### src/rtl/busy_dram_pkg.sv
// Shared definitions for the DRAM request-port arbiter.
//   DEF_ABITS / DEF_DBITS : default DRAM word address / data widths
//   arb_t                 : arbiter FSM states
//   REQ_TM / REQ_SCAN     : requester indices (tape engine, dump scanner)
package busy_dram_pkg;

    localparam int DEF_ABITS = 18;
    localparam int DEF_DBITS = 4;

    localparam logic REQ_TM   = 1'b0;
    localparam logic REQ_SCAN = 1'b1;

    typedef enum logic [1:0] {
        ARB_IDLE,
        ARB_ISSUE,
        ARB_WAIT,
        ARB_DONE
    } arb_t;

endpackage

### src/rtl/rr_pick2.sv
// Combinational two-way round-robin chooser with lock override.
//   req        : request vector, bit i = requester i
//   last       : index of the most recent owner
//   lock_valid : a lock is active for lock_owner
//   lock_owner : requester that holds the lock
//   valid      : at least one requester is asking
//   sel        : chosen requester (meaningful only when valid)
module rr_pick2 (
    input  logic [1:0] req,
    input  logic       last,
    input  logic       lock_valid,
    input  logic       lock_owner,
    output logic       valid,
    output logic       sel
);

    always_comb begin
        valid = |req;
        // Tie (or no request): favour whoever did not go last.
        sel   = ~last;
        if (lock_valid && req[lock_owner]) begin
            sel = lock_owner;
        end else if (req == 2'b01) begin
            sel = 1'b0;
        end else if (req == 2'b10) begin
            sel = 1'b1;
        end
    end

endmodule

### src/rtl/dram_arbiter.sv
// Shares the single page-mode DRAM controller request port between the
// tape engine (requester 0) and the dump/display scanner (requester 1).
// Round-robin with a bounded lock for atomic read-modify-write pairs,
// gating while the controller is busy, and a sticky hung-controller flag.
//   clk, rst                       : clock, asynchronous active-high reset
//   rN_req/write/lock/addr/wdata   : requester N transaction (held until done)
//   rN_done                        : one-cycle completion pulse to requester N
//   rdata                          : last read data, held until next completion
//   m_ena/write/addr/wdata         : request to the DRAM controller
//   m_rdata, m_busy, m_ack         : controller response
//   grant                          : current or most recent owner
//   err                            : sticky timeout flag
module dram_arbiter
    import busy_dram_pkg::*;
#(
    parameter int ABITS    = DEF_ABITS,
    parameter int DBITS    = DEF_DBITS,
    parameter int LOCK_MAX = 4,
    parameter int TIMEOUT  = 1023
) (
    input  logic             clk,
    input  logic             rst,
    input  logic             r0_req,
    input  logic             r0_write,
    input  logic             r0_lock,
    input  logic [ABITS-1:0] r0_addr,
    input  logic [DBITS-1:0] r0_wdata,
    output logic             r0_done,
    input  logic             r1_req,
    input  logic             r1_write,
    input  logic             r1_lock,
    input  logic [ABITS-1:0] r1_addr,
    input  logic [DBITS-1:0] r1_wdata,
    output logic             r1_done,
    output logic [DBITS-1:0] rdata,
    output logic             m_ena,
    output logic             m_write,
    output logic [ABITS-1:0] m_addr,
    output logic [DBITS-1:0] m_wdata,
    input  logic [DBITS-1:0] m_rdata,
    input  logic             m_busy,
    input  logic             m_ack,
    output logic             grant,
    output logic             err
);

    localparam int LCW = $clog2(LOCK_MAX + 1);
    localparam int TW  = $clog2(TIMEOUT + 1);
    localparam logic [LCW-1:0] LOCK_MAX_C = LCW'(LOCK_MAX);
    localparam logic [TW-1:0]  TMO_LAST   = TW'(TIMEOUT);

    arb_t             state_q, state_d;
    logic             grant_q, grant_d;
    logic [LCW-1:0]   lock_cnt_q, lock_cnt_d;
    logic [TW-1:0]    tmo_q, tmo_d;
    logic             err_q, err_d;
    logic             m_ena_q, m_ena_d;
    logic             m_write_q, m_write_d;
    logic [ABITS-1:0] m_addr_q, m_addr_d;
    logic [DBITS-1:0] m_wdata_q, m_wdata_d;
    logic [DBITS-1:0] rdata_q, rdata_d;
    logic [1:0]       done_q, done_d;

    logic [1:0] req_vec;
    logic       lock_valid;
    logic       pick_valid;
    logic       pick_sel;
    logic       pick_write;
    logic       pick_lock;
    logic [ABITS-1:0] pick_addr;
    logic [DBITS-1:0] pick_wdata;

    assign req_vec = {r1_req, r0_req};
    // A count of LOCK_MAX means the lock is spent: next pick is pure round-robin.
    assign lock_valid = (lock_cnt_q != '0) && (lock_cnt_q < LOCK_MAX_C);

    rr_pick2 u_pick (
        .req        (req_vec),
        .last       (grant_q),
        .lock_valid (lock_valid),
        .lock_owner (grant_q),
        .valid      (pick_valid),
        .sel        (pick_sel)
    );

    assign pick_write = pick_sel ? r1_write : r0_write;
    assign pick_lock  = pick_sel ? r1_lock  : r0_lock;
    assign pick_addr  = pick_sel ? r1_addr  : r0_addr;
    assign pick_wdata = pick_sel ? r1_wdata : r0_wdata;

    always_comb begin
        state_d    = state_q;
        grant_d    = grant_q;
        lock_cnt_d = lock_cnt_q;
        tmo_d      = tmo_q;
        err_d      = err_q;
        m_ena_d    = m_ena_q;
        m_write_d  = m_write_q;
        m_addr_d   = m_addr_q;
        m_wdata_d  = m_wdata_q;
        rdata_d    = rdata_q;
        done_d     = 2'b00;

        case (state_q)
            ARB_IDLE: begin
                if (!m_busy && pick_valid) begin
                    grant_d   = pick_sel;
                    m_write_d = pick_write;
                    m_addr_d  = pick_addr;
                    m_wdata_d = pick_wdata;
                    m_ena_d   = 1'b1;
                    tmo_d     = '0;
                    state_d   = ARB_ISSUE;
                    // A change of owner starts its lock run from zero.
                    if (lock_cnt_q >= LOCK_MAX_C) begin
                        lock_cnt_d = '0;
                    end else if (pick_lock) begin
                        lock_cnt_d = ((pick_sel == grant_q) ? lock_cnt_q : '0) + LCW'(1);
                    end else begin
                        lock_cnt_d = '0;
                    end
                end else if (lock_cnt_q != '0 && !req_vec[grant_q]) begin
                    // Locked owner walked away: release the lock.
                    lock_cnt_d = '0;
                end
            end

            ARB_ISSUE, ARB_WAIT: begin
                if (tmo_q == TMO_LAST) begin
                    // Hung controller: abandon silently, requesters get no done.
                    err_d      = 1'b1;
                    m_ena_d    = 1'b0;
                    lock_cnt_d = '0;
                    state_d    = ARB_IDLE;
                end else begin
                    tmo_d = tmo_q + TW'(1);
                    if (state_q == ARB_ISSUE) begin
                        if (m_ack) begin
                            m_ena_d = 1'b0;
                            state_d = ARB_WAIT;
                        end
                    end else if (!m_busy) begin
                        if (!m_write_q) begin
                            rdata_d = m_rdata;
                        end
                        done_d[grant_q] = 1'b1;
                        state_d         = ARB_DONE;
                    end
                end
            end

            ARB_DONE: begin
                // Gap cycle so the owner can drop req or load its next fields.
                state_d = ARB_IDLE;
            end

            default: begin
                state_d = ARB_IDLE;
            end
        endcase
    end

    always_ff @(posedge clk or posedge rst) begin
        if (rst) begin
            state_q    <= ARB_IDLE;
            grant_q    <= REQ_SCAN;
            lock_cnt_q <= '0;
            tmo_q      <= '0;
            err_q      <= 1'b0;
            m_ena_q    <= 1'b0;
            m_write_q  <= 1'b0;
            m_addr_q   <= '0;
            m_wdata_q  <= '0;
            rdata_q    <= '0;
            done_q     <= 2'b00;
        end else begin
            state_q    <= state_d;
            grant_q    <= grant_d;
            lock_cnt_q <= lock_cnt_d;
            tmo_q      <= tmo_d;
            err_q      <= err_d;
            m_ena_q    <= m_ena_d;
            m_write_q  <= m_write_d;
            m_addr_q   <= m_addr_d;
            m_wdata_q  <= m_wdata_d;
            rdata_q    <= rdata_d;
            done_q     <= done_d;
        end
    end

    assign r0_done = done_q[REQ_TM];
    assign r1_done = done_q[REQ_SCAN];
    assign rdata   = rdata_q;
    assign m_ena   = m_ena_q;
    assign m_write = m_write_q;
    assign m_addr  = m_addr_q;
    assign m_wdata = m_wdata_q;
    assign grant   = grant_q;
    assign err     = err_q;

endmodule

### config.mk
export PLATFORM = sky130hd
export DESIGN_NAME = dram_arbiter
export DESIGN_NICKNAME = d
export VERILOG_FILES = /design/src/rtl/busy_dram_pkg.sv /design/src/rtl/rr_pick2.sv /design/src/rtl/dram_arbiter.sv
export SDC_FILE = /design/constraint.sdc
export NUM_CORES = 1
export LEC_CHECK = 0
export BUFFER_PORTS_ARGS = -buffer_cell sky130_fd_sc_hd__buf_2
export CORE_AREA = 5 5 100 102
export DETAILED_ROUTE_END_ITERATION = 8
export DIE_AREA = 0 0 105 107
export REMOVE_ABC_BUFFERS = 1
export SKIP_CTS_REPAIR_TIMING = 1
export SLEW_MARGIN = 10
export SYNTH_ARGS = -nofsm -noshare
export SYNTH_HDL_FRONTEND = slang
export SYNTH_SLANG_ARGS = --single-unit
### constraint.sdc
create_clock -name clk -period 4.85 [get_ports clk]
set_input_delay 0 -clock clk [delete_from_list [all_inputs] [get_ports clk]]
set_output_delay 0 -clock clk [all_outputs]
set_load 0.1 [all_outputs]
==> impl_metrics.tcl, run 1 <==
set metrics [dict create \
    maxSlewHeadroom_pct 31.9 \
    end_kind "register" \
    synth_seq_cells 47 \
    synth_common_cells "dfrtp_1, nand3_1, nor2_1, a31oi_1, o21ai_0" \
    setup.worst_path.start_class "register" \
    path_clk_slew_ps 90 \
    track_usage_pct 13.0 \
    wire_per_inst_um 15.5 \
    finalMaxSlewViolations 0 \
    worstMarginPinSlew_ps 1020 \
    viasPerCell 5.15 \
    crit_type "reg2reg" \
    max_stage_delay_ps 570 \
    cts-root-buf "clkbuf_8" \
    syn-cell-area_um2 2630 \
    cap_violations 0 \
    drtAntennaViolNets 0 \
    synthTopCellsByArea "dfrtp_1, a31oi_1, nand3_1" \
    crit_buf_inv 3 \
    grt_max_degree 48 \
    yosysTopAreaCell "dfrtp_1" \
    crit_path_cell_trace "inv_1 -> ha_1 -> and2_1 -> buf_4 -> nor2_1 -> a31oi_1 -> dlygate4sd3_1" \
    ys_async_sr_fraction_pct 100 \
    ys_seq_area_share_pct 44.8 \
    run_status "complete, but fails checks" \
    drcViolationCount 0 \
    met2_wirelength_um 3720 \
    cts_buffers 5 \
    wl_met3_um 588 \
    whs_ps -53.0 \
    dr.pass1.iters 4 \
    cts_tree "built" \
    top_layer_used "met4" \
    antenna_found_initial 0 \
    syn_avg_cell_area_um2 9.66 \
    clkLatencyLatePin_ps 300 \
    io_pins 90 \
    tns_ps 0 \
    rsz0062_at_grt "false" \
    finalSetupViolations 0 \
    cp.arrival_ps 2630 \
    drt_iter0_drc 173 \
    worst_clock_skew_ps 6.58 \
    hold_violations 56 \
    fillers 867 \
    cts.sinks 47 \
    fin_crit_sh_pct 49.2 \
    ys_warn_count 0 \
    wl_um 7820 \
    synthFlopType "dfrtp_1" \
    synth_edf_count 0 \
    grt_pass1_vias 2416 \
    chipHeight_um 107 \
    synthCells 272 \
    crit_family "buffers and inverters" \
    layout.nets 458 \
    slowest_stage "dlygate4sd3_1" \
    grt_overflow 0 \
    fin_crit_ps 2390 \
    diodes 0 \
    cp.required_ps 5090 \
    grt_pass1_wl_um 12200 \
    hpwl_um 5130 \
    drive_gt1_share_pct 31.6 \
    htreeDepth 2 \
    min_path_type "in2async" \
    fmax_mhz 419 \
    yosysTopAreaCellShare_pct 43.8 \
    fp.dieW_um 105 \
    yosysUniqueCellTypes 48 \
    core_um2 9020 \
    fp-row-count 35 \
    synthMostInstantiatedCell "dfrtp_1" \
    clockBufferDepth 2 \
    start_util_pct 29.1 \
    vias 2604 \
    wl_met1_um 3460 \
    fp.dieArea_um2 11200 \
    crit_fanout 46 \
    io_buffers 89 \
    syn_to_final_growth_pct 39.2 \
    globalplace.congestion 0.780 \
    violations "hold timing" \
]
[worst register-to-register path: stages (launching register included)]
cell	delay (ps)
dfrtp_1	390
inv_1	120
ha_1	360
and2_1	220
buf_4	390
nor2_1	110
a31oi_1	170
dlygate4sd3_1	570
[per-stage QoR]
stage / cells / utilization [%] / hold WS, ps / area (µm²) / setup WS, ps
2_1_floorplan: 255 / - / 70.9 / 2540 / 2570
3_3_place_gp: 458 / 34.9 / 234 / 3140 / 2970
3_5_place_dp: 458 / 34.9 / 235 / 3140 / 2910
4_1_cts: 466 / 36.1 / -83.6 / 3260 / 2850
5_1_grt: 506 / 40.5 / 0.782 / 3660 / 2270
6_report: 506 / 40.5 / -53.0 / 3660 / 2460
[flip-flops by register name, indices dropped and copies added (netlist names)]
name and count:
rdata 4, tmo_q 10, done_q 2, grant 1, m_write 1, m_wdata 4, m_ena 1, lock_cnt_q 3
err 1, state_q 2, m_addr 18
[final cells by class]
class / count / area [µm²] / share of cell area, %
multi-input cells: 197 / 1320 / 36.1
clock buffers: 5 / 68.8 / 1.88
flip-flops and latches: 47 / 1180 / 32.2
inverters: 11 / 41.3 / 1.13
clock inverters: 3 / 43.8 / 1.20
well taps: 111 / 139 / 3.80
repair buffers: 132 / 868 / 23.7
[final timing paths]
kind | endpoint | depth (start not counted) | start | slack [ps]
setup / recovery | m_addr[9] | 7 | state_q[0] | 2460
hold / removal | m_wdata[1] | 2 | rst | -50
setup reg to reg | m_addr[9] | 7 | state_q[0] | 2460
hold reg to reg | err | 1 | err | 480
max in group asynchronous | tmo_q[4] | 2 | rst | 4270
min in group clk | m_addr[6] | 3 | r0_addr[6] | -30
[layout by cell type, fill, tap and decap left out, types with 2 or more instances in the layout]
cell	instances
nand4_1	2
or4_1	7
o32ai_1	3
o31ai_1	8
mux2_2	6
nand2_1	9
nor4_4	2
mux2i_1	2
dfrtp_1	46
nor2_1	28
mux2i_2	2
and3_1	3
a21oi_1	11
clkbuf_8	5
a31oi_1	26
ha_1	6
o21ai_0	26
dlygate4sd3_1	40
buf_4	3
nand2b_1	2
nand3_1	30
and2_1	2
o31ai_4	2
inv_2	2
buf_2	89
inv_1	9
[metal layers]
metal  global-route usage (%)  vias up
met3                     3.91        6
met2                     21.1      105
met4                     2.28        0
met5                        0        -
met1                     17.2     1235
li1                         -     1258
[kinds of logic (layout without fill, tap and decap cells)]
group	after synthesis	count (layout)	synth area share [%]
flops	47	47	44.8
simple gates	95	95	20.2
mux	11	11	5.24
compound gates	85	85	21.9
fa+ha+maj	6	6	2.86
buf+inv	28	151	5.00
Power of run 1 is not shown: default switching activity piles up to over one toggle a cycle in this logic, so the estimate is an artifact.
==> run 2: changes to the inputs <==
==> constraint.sdc (replaced) <==
create_clock -name clk -period 2.21 [get_ports clk]
set_input_delay 0 -clock clk [delete_from_list [all_inputs] [get_ports clk]]
set_output_delay 0 -clock clk [all_outputs]
set_load 0.1 [all_outputs]
==> impl_metrics.tcl, run 2 (synthesis gave the netlist of run 1 again) <==
set metrics [dict create \
    worst_clock_skew_ps 11.8 \
    antenna_found_initial 0 \
    clockBufferDepth 2 \
    post-place-ws_ps 257 \
    violations "hold timing" \
    cp.arrival_ps 2210 \
    chipHeight_um 107 \
    crit_type "reg2reg" \
    wire_per_inst_um 15.2 \
    fp-row-count 35 \
    cts_tree "built" \
    grt_max_degree 47 \
    layout.nets 468 \
    seqCellArea_um2 1180 \
    cts_buffers 5 \
    cap_violations 0 \
    fp.dieArea_um2 11200 \
    vias 2630 \
    run_status "complete, but fails checks" \
    io_pins 90 \
    drt_iter0_drc 132 \
    fp.dieW_um 105 \
    drtAntennaViolNets 0 \
    largest_reg_flops 18 \
    reg2reg_depth 6 \
    leakagePower_nw 1.65 \
    clkLatencyLatePin_ps 310 \
    diodes 0 \
    finalMaxSlewViolations 0 \
    htreeDepth 2 \
    placed_cell_area_um2 3180 \
    globalplace.congestion 0.777 \
    min_path_type "in2reg" \
    grt_pass1_wl_um 12100 \
    start_util_pct 29.1 \
    drive_gt1_share_pct 31.6 \
    setup_slack_ps 199 \
    grt_pass1_vias 2394 \
    fmax_mhz 497 \
    whs_path_depth 3 \
    track_usage_pct 12.9 \
    fillers 855 \
    hold_violations 3 \
    max_stage_delay_ps 480 \
    viasPerCell 5.10 \
    worstMarginPinSlew_ps 471 \
    fin_crit_ps 2010 \
    drcViolationCount 0 \
    crit_path_cell_trace "inv_1 -> ha_1 -> inv_2 -> o31ai_4 -> nor2_1 -> a311oi_1" \
    syn_to_final_growth_pct 43.3 \
    io_buffers 89 \
    fin_crit_sh_pct 91.0 \
    dr.pass1.iters 4 \
    multi_input_area_um2 1320 \
    grt_overflow 0 \
    finalSetupViolations 0 \
    rsz0062_at_grt "false" \
    whs_ps -38.3 \
    fin_util_pct 41.7 \
    setup.worst_path.start_class "register" \
    final_common_cell "buf_2" \
    path_clk_slew_ps 100 \
    maxSlewHeadroom_pct 67.9 \
    fin_area_um2 3760 \
    most-common-layout-cells "buf_2, dlygate4sd3_1, dfrtp_1, nand3_1, nor2_1" \
    cts-root-buf "clkbuf_8" \
    power.density_nw_per_um2 1650 \
    hpwl_um 5320 \
    end_kind "register" \
    crit_fanout 7 \
    slowest_stage "ha_1" \
    cp.required_ps 2410 \
    cts.sinks 47 \
    vdd_drop_max_v 0.000557 \
    core_um2 9020 \
    wl_um 7830 \
]
run 2: changes by cell type in the layout (fill, tap and decap cells not counted):
cell	previous run	this run
clkinvlp_4	0	1
clkinv_2	1	0
dlygate4sd3_1	40	47
buf_12	0	1
clkinv_4	1	0
inv_6	0	1
buf_4	3	5
run 2: layer usage:
metal	routed length [µm]	GRT usage (%)	vias up
met5	0	0	-
met1	3520	17.0	1235
met4	53	2.56	0
li1	-	-	1280
met2	3560	21.0	108
met3	695	4.09	7
run 2: critical path: cells and delay by family, from the launching register on:
| family | cells | cell delay, ps |
|---|---|---|
| buffers and inverters | 2 | 260 |
| flip-flops | 1 | 370 |
| AO/OA/AOI/OAI | 2 | 720 |
| adder cells (fa/ha/maj) | 1 | 480 |
| AND/OR/NAND/NOR | 1 | 70 |
run 2: path summary, 6_finish.rpt:
path                             from       endpoint  slack (ps)
max                        state_q[1]       tmo_q[6]         200
max in group asynchronous         rst  lock_cnt_q[0]        1480
max reg2reg                state_q[1]       tmo_q[6]         200
min reg2reg                       err            err         500
min in group asynchronous         rst     m_wdata[1]         160
min                        r0_addr[4]      m_addr[4]         -40
run 2: layout make-up:
cell class,instances,share of cell area [%]
timing repair buffer,142,25.9
inverter,11,1.10
clock buffer,5,1.83
sequential,47,31.3
tap,111,3.69
clock inverter,3,1.23
multi-input combinational,197,35.0
run 2: power breakdown:
part / total [mW] / internal (mW) / switching (mW)
clock network: 0.652 / 0.341 / 0.311
registers: 1.45 / 1.22 / 0.235
logic: 4.11 / 0.899 / 3.21
total: 6.22 / 2.46 / 3.76
run 2: metrics by stage:
step / setup TNS, ps / hold slack (ps) / total power [mW] / instances
after floorplan: -199 / 70.9 / 4.74 / 255
after global placement: 0 / -49.7 / 5.49 / 461
after global routing: 0 / 4.16 / 6.60 / 516
after detailed placement: 0 / -44.4 / 5.53 / 461
final: 0 / -38.3 / 6.22 / 516
after CTS: 0 / -387 / 6.20 / 469
(Power assumes the default switching activity.)
